File: src/rtl/uart_pkg.sv
// Shared definitions for the UART beacon/echo block: state encoding,
// byte width and the default beacon period.
package uart_pkg;

  localparam int BYTE_W = 8;
  localparam int unsigned DEFAULT_PERIOD_CYCLES = 27_000_000;

  typedef enum logic [1:0] {
    ST_IDLE = 2'd0,
    ST_SEND = 2'd1,
    ST_WAIT = 2'd2
  } state_t;

endpackage

File: src/rtl/uart_byte_fifo.sv
// Byte FIFO with power-of-2 DEPTH, registered level and a combinational head.
// A push is accepted when not full, or when full and a pop happens in the same cycle.
module uart_byte_fifo
  import uart_pkg::*;
#(
  parameter int DEPTH = 16
) (
  input  logic                   i_clk,
  input  logic                   i_rst_n,
  input  logic                   i_push,
  input  logic [BYTE_W-1:0]      i_push_dat,
  input  logic                   i_pop,
  output logic [BYTE_W-1:0]      o_head_dat,
  output logic                   o_full,
  output logic                   o_empty,
  output logic [$clog2(DEPTH):0] o_level
);

  localparam int AW = $clog2(DEPTH);
  localparam logic [AW:0] FULL_LVL = (AW+1)'(DEPTH);

  logic [BYTE_W-1:0] r_mem [DEPTH];
  logic [AW-1:0]     r_wr_ptr;
  logic [AW-1:0]     r_rd_ptr;
  logic [AW:0]       r_level;
  logic              w_push_ok;
  logic              w_pop_ok;

  assign o_full     = (r_level == FULL_LVL);
  assign o_empty    = (r_level == '0);
  assign w_pop_ok   = i_pop && !o_empty;
  assign w_push_ok  = i_push && (!o_full || w_pop_ok);
  assign o_head_dat = r_mem[r_rd_ptr];
  assign o_level    = r_level;

  // Storage needs no reset; only pointers and level define validity.
  always_ff @(posedge i_clk) begin
    if (w_push_ok) begin
      r_mem[r_wr_ptr] <= i_push_dat;
    end
  end

  always_ff @(posedge i_clk or negedge i_rst_n) begin
    if (!i_rst_n) begin
      r_wr_ptr <= '0;
      r_rd_ptr <= '0;
      r_level  <= '0;
    end else begin
      if (w_push_ok) begin
        r_wr_ptr <= r_wr_ptr + 1'b1;
      end
      if (w_pop_ok) begin
        r_rd_ptr <= r_rd_ptr + 1'b1;
      end
      if (w_push_ok && !w_pop_ok) begin
        r_level <= r_level + 1'b1;
      end else if (w_pop_ok && !w_push_ok) begin
        r_level <= r_level - 1'b1;
      end
    end
  end

endmodule

File: src/rtl/uart_beacon_echo.sv
// Sends MSG every PERIOD_CYCLES over a registered valid/ready tx port; with UART_BEACON_ECHO_EN
// defined, received bytes are queued and echoed between beacons (rx_data_ready = FIFO not full).
module uart_beacon_echo
  import uart_pkg::*;
#(
  parameter int                        MSG_LEN       = 21,
  parameter logic [MSG_LEN*BYTE_W-1:0] MSG           = {"Hello Tang Nano 20K", 8'h0D, 8'h0A},
  parameter int unsigned               PERIOD_CYCLES = DEFAULT_PERIOD_CYCLES,
  parameter int                        FIFO_DEPTH    = 16
) (
  input  logic                          sys_clk,
  input  logic                          sys_rst_n,
  input  logic [BYTE_W-1:0]             rx_data,
  input  logic                          rx_data_valid,
  output logic                          rx_data_ready,
  output logic [BYTE_W-1:0]             tx_data,
  output logic                          tx_data_valid,
  input  logic                          tx_data_ready,
  output logic [$clog2(FIFO_DEPTH):0]   fifo_level,
  output logic                          overflow,
  output logic                          sending
);

  localparam logic [7:0]  LAST_K  = 8'(MSG_LEN - 1);
  localparam logic [31:0] CNT_MAX = 32'(PERIOD_CYCLES - 1);
  localparam int          LVL_W   = $clog2(FIFO_DEPTH) + 1;

  state_t                    r_state;
  state_t                    w_state_nxt;
  logic [7:0]                r_k;
  logic [7:0]                w_k_sel;
  logic [31:0]               r_cnt;
  logic [BYTE_W-1:0]         r_tx_dat;
  logic                      r_tx_vld;
  logic [BYTE_W-1:0]         w_msg_byte;
  logic [BYTE_W-1:0]         w_head_dat;
  logic [MSG_LEN*BYTE_W-1:0] w_msg_shift;
  logic                      w_xfer;
  logic                      w_last_xfer;
  logic                      w_expire;
  logic                      w_pop;
  logic                      w_empty;
  logic                      w_sending;

  assign w_xfer      = r_tx_vld && tx_data_ready;
  assign w_last_xfer = w_xfer && (r_k == LAST_K);
  // While a byte is up, the register loads the one after it on transfer.
  assign w_k_sel     = r_tx_vld ? r_k + 8'd1 : r_k;
  assign w_msg_shift = MSG << {w_k_sel, 3'b000};
  assign w_msg_byte  = w_msg_shift[MSG_LEN*BYTE_W-1 -: BYTE_W];

  assign tx_data       = r_tx_dat;
  assign tx_data_valid = r_tx_vld;
  assign sending       = w_sending;

  always_ff @(posedge sys_clk or negedge sys_rst_n) begin
    if (!sys_rst_n) begin
      r_state <= ST_IDLE;
    end else begin
      r_state <= w_state_nxt;
    end
  end

  always_comb begin
    w_state_nxt = r_state;
    case (r_state)
      ST_IDLE: w_state_nxt = ST_SEND;
      ST_SEND: if (w_last_xfer) w_state_nxt = ST_WAIT;
      ST_WAIT: if (w_expire) w_state_nxt = ST_SEND;
      default: w_state_nxt = ST_IDLE;
    endcase
  end

  // Exit to SEND only once any echo byte has drained, and never pop on that cycle.
  always_comb begin
    w_sending = (r_state == ST_SEND);
    w_expire  = (r_state == ST_WAIT) && !r_tx_vld && (r_cnt == CNT_MAX);
    w_pop     = (r_state == ST_WAIT) && !r_tx_vld && !w_empty && !w_expire;
  end

  always_ff @(posedge sys_clk or negedge sys_rst_n) begin
    if (!sys_rst_n) begin
      r_tx_dat <= '0;
      r_tx_vld <= 1'b0;
      r_k      <= '0;
      r_cnt    <= '0;
    end else begin
      case (r_state)
        ST_SEND: begin
          if (!r_tx_vld) begin
            r_tx_dat <= w_msg_byte;
            r_tx_vld <= 1'b1;
          end else if (w_last_xfer) begin
            r_tx_vld <= 1'b0;
            r_cnt    <= '0;
          end else if (w_xfer) begin
            r_tx_dat <= w_msg_byte;
            r_k      <= r_k + 8'd1;
          end
        end
        ST_WAIT: begin
          if (r_cnt != CNT_MAX) begin
            r_cnt <= r_cnt + 32'd1;
          end
          if (w_xfer) begin
            r_tx_vld <= 1'b0;
          end else if (w_pop) begin
            r_tx_dat <= w_head_dat;
            r_tx_vld <= 1'b1;
          end
          if (w_expire) begin
            r_k <= '0;
          end
        end
        default: r_k <= '0;
      endcase
    end
  end

`ifdef UART_BEACON_ECHO_EN
  logic             w_full;
  logic             w_push;
  logic             r_overflow;
  logic [LVL_W-1:0] w_level;

  assign w_push = rx_data_valid && !w_full;

  uart_byte_fifo #(
    .DEPTH (FIFO_DEPTH)
  ) u_fifo (
    .i_clk      (sys_clk),
    .i_rst_n    (sys_rst_n),
    .i_push     (w_push),
    .i_push_dat (rx_data),
    .i_pop      (w_pop),
    .o_head_dat (w_head_dat),
    .o_full     (w_full),
    .o_empty    (w_empty),
    .o_level    (w_level)
  );

  always_ff @(posedge sys_clk or negedge sys_rst_n) begin
    if (!sys_rst_n) begin
      r_overflow <= 1'b0;
    end else if (rx_data_valid && w_full) begin
      r_overflow <= 1'b1;
    end
  end

  assign rx_data_ready = !w_full;
  assign fifo_level    = w_level;
  assign overflow      = r_overflow;
`else
  logic w_unused_rx;

  assign w_unused_rx   = ^{rx_data, rx_data_valid};
  assign w_empty       = 1'b1;
  assign w_head_dat    = '0;
  assign rx_data_ready = 1'b1;
  assign fifo_level    = '0;
  assign overflow      = 1'b0;
`endif

endmodule

File: config.mk
export PLATFORM = sky130hd
export DESIGN_NAME = uart_beacon_echo
export DESIGN_NICKNAME = d
export VERILOG_FILES = /design/src/rtl/uart_pkg.sv /design/src/rtl/uart_byte_fifo.sv /design/src/rtl/uart_beacon_echo.sv
export SDC_FILE = /design/constraint.sdc
export NUM_CORES = 1
export LEC_CHECK = 0
export ABC_AREA = 1
export ABC_CLOCK_PERIOD_IN_PS = 3350
export BUFFER_PORTS_ARGS = -buffer_cell sky130_fd_sc_hd__buf_2
export CAP_MARGIN = 20
export CORE_ASPECT_RATIO = 0.8
export CORE_UTILIZATION = 60
export DETAILED_ROUTE_END_ITERATION = 10
export HOLD_SLACK_MARGIN = 0.08
export PLACE_DENSITY = 0.89
export SYNTH_ARGS = -nofsm -noshare
export SYNTH_HDL_FRONTEND = slang
export SYNTH_SLANG_ARGS = --single-unit
File: constraint.sdc
create_clock -name sys_clk -period 3.35 [get_ports sys_clk]
set_input_delay 0.1675 -clock sys_clk [delete_from_list [all_inputs] [get_ports sys_clk]]
set_output_delay 0.1675 -clock sys_clk [all_outputs]
set_load 0.05 [all_outputs]
==> results.yml <==
run_status:
  status: "finished clean"
floorplan:
  dieArea_um2: 5962
  initial_core_util_pct: 62.43
  rows: 24
  die_w_um: 86.08
  coreArea_um2: 5435
  dieHeight_um: 69.27
  boundaryPins: 29
global_route:
  overflow: 0
  grt_pass1_wl_um: 13750
  antenna_found_initial: 0
  grt_usage_pct: 29.07
  grt_max_degree: 32
  grt_pass1_vias: 2843
critical_path:
  r2r-start: "r_cnt[0]"
  critPathRequiredTime_ns: 3.55
  cp_num_buf_inv: 1
  critPathArrivalTime_ns: 2.74
  crit_fanout: 31
  setup.worst_path.start_class: "flip-flop"
  cp_slowest_cell: "inv_2"
  end_kind: "flip-flop"
  crit_chain: "ha_1 -> nand2_1 -> nor2_2 -> nand4_1 -> o21ai_2 -> nand2_2 -> inv_2 -> o21ai_0 -> nand2_1 -> nor2_1"
  critPathMostFrequentCell: "nand2_1"
  worstSetupPathType: "reg -> reg"
  r2r_cells: 10
  cpLargestDelayFamily: "simple AND/OR/NAND/NOR gates"
  max_stage_delay_ns: 0.50
  r2r-end: "r_cnt[3]"
  r2r_slack_ns: 0.81
yosys:
  yosysSeqAreaShare_pct: 36.87
  avgSynthCellArea_um2: 7.282
  ys_top_cells_by_count: "nand2_1 (132), dfrtp_1 (50), inv_1 (47)"
  synth_top_area_share_pct: 36.87
  synth_seq_cells: 50
  yosysUniqueCellTypes: 36
  synth_edf_count: 0
  synthArstFlopShare_pct: 100.0
  yosysMostFrequentCell: "nand2_1"
  yosysTopAreaCell: "dfrtp_1"
  synth.area.top_cells: "dfrtp_1 (37%), nand2_1 (15%), inv_1 (5.2%), xor2_1 (4.4%), o21ai_0 (4.3%)"
  synth_flop_cell: "dfrtp_1"
  syn_inst: 466
  yosys_warnings: 0
  synthesis.area_um2: 3393
detailed_routing:
  dr.pass1.iters: 5
  post-route-drc-count: 0
  wl_met2_um: 3374
  wl_met3_um: 534
  wl_um: 7982
  viasPerCell: 5.733
  first_iter_violations: 290
  dr_total_vias: 3176
  highest_layer: "met4"
  drtAntennaViolNets: 0
  wl_per_cell_um: 14.41
  wl_met1_um: 4012
cells_and_area:
  seq_area_um2: 1251
  antennaDiodeCount: 0
  area_growth_pct: 4.830
  fin_cells: 554
  fill_cells: 477
  fin_area_um2: 3557
  nNetsFinal: 490
  drive_gt1_share_pct: 8.613
  finish.utilization_pct: 65.45
  multiInputGateArea_um2: 1837
cts:
  root_buffer: "clkbuf_8"
  clock-sinks: 50
  cts_buffers: 5
  cts_setup_buffers: 0
  clkTransAtPathRegs_ns: 0.09
  cts_tree: "built"
  clock_latency_ns: 0.31
  cts_hold_buf: 1
  cts_resized: 0
  h-tree-depth: 2
  cts_max_path_buffers: 2
placed_design:
  hpwl_um: 5803
  port_buffers: 11
  place.gp.congestion: 0.9604
  dp_cells: 545
  placed_area_um2: 3456
job:
  maxCapViolations: 0
power:
  power_density_nw_per_um2: 887.7
  leakage_nw: 1.747
  ir_drop_mv: 0.5238
worst_hold_path:
  hold_class: "in -> reg"
  worstHoldEndpoint: "tx_data_valid"
  hold_depth: 4
  hold_start: "tx_data_ready"
timing:
  relSlewSlack_pct: 48.68
  tightest_slew_ns: 0.7690
  slew_viol_final: 0
  max_freq_mhz: 394.5
  worst_hold_slack_ns: 0.3432
  setup_viol: 0
  hold_viol: 0
  period_share_pct: 75.67
  skew_ns: 0.007576
  setup_tns_ns: 0
  period_minus_slack_ns: 2.535
  rsz0062_at_grt: "false"
-- layer usage --
metal / vias up / track usage (%)
met3: 7 / 5.238
met5: - / 0
met4: 0 / 7.222
met1: 1486 / 45.98
li1: 1546 / -
met2: 137 / 40.65
-- per-stage QoR --
| stage | power [mW] | worst slack [ns] |
|---|---|---|
| floorplan | 2.414 | 1.175 |
| global placement | 2.700 | 0.8976 |
| detailed placement | 2.740 | 0.8580 |
| CTS | 3.134 | 0.8140 |
| global route | 3.437 | 0.5923 |
| finish | 3.158 | 0.8149 |
-- worst max-delay path by stage --
| stage | start | end | slack (ns) | cells past startpoint |
|---|---|---|---|---|
| global placement | r_cnt[29] | r_cnt[3] | 0.90 | 8 |
| global route | r_cnt[0] | r_cnt[3] | 0.59 | 10 |
| floorplan | r_state[1] | r_cnt[4] | 1.18 | 9 |
| detailed placement | r_cnt[0] | r_cnt[3] | 0.86 | 10 |
| CTS | r_k[0] | r_cnt[3] | 0.81 | 12 |
| finish | r_cnt[0] | r_cnt[3] | 0.81 | 10 |
-- final cells by class --
class | count | area share [%]
well taps | 78 | 2.744
inverters | 50 | 5.276
multi-input cells | 354 | 51.64
clock inverters | 1 | 0.1407
repair buffers | 14 | 2.603
flip-flops and latches | 50 | 35.17
clock buffers | 7 | 2.427
-- cells by family after synthesis --
logic type / Yosys count / synth area share (%)
xor+xnor: 28 / 7.227
other cells: 2 / 0.2213
simple gates: 247 / 32.41
compound gates: 68 / 12.50
buf+inv: 68 / 9.661
flops: 50 / 36.87
fa+ha+maj: 3 / 1.106
-- power breakdown --
group | internal, mW | switching (mW)
logic | 0.586 | 1.24
clock network | 0.167 | 0.208
registers | 0.764 | 0.195
total | 1.52 | 1.64
-- tightest hold or removal path: stages --
cell and delay (ns):
buf_2 0.10, nand2_1 0.08, o21ai_0 0.18, o21ai_0 0.08
-- cells in the final DEF, fill, tap and decap left out, types with 4 or more instances in the layout --
cell type / count
nand4_1: 12
nand3_1: 26
o21ai_0: 29
nor4_1: 7
o22ai_1: 9
conb_1: 8
dfrtp_1: 50
nand2_1: 132
o31ai_1: 12
a21oi_1: 4
clkbuf_8: 6
nor3_1: 21
xor2_1: 17
buf_2: 11
inv_1: 47
o21ai_2: 4
nor2_1: 36
xnor2_1: 11
-- sequential cells by signal, indices dropped and copies added, names as in the netlist --
register and flops:
tx_data 7, r_state 2, tx_data_valid 1, r_cnt 32, r_k 8
Power figures use the tool's default switching activity.
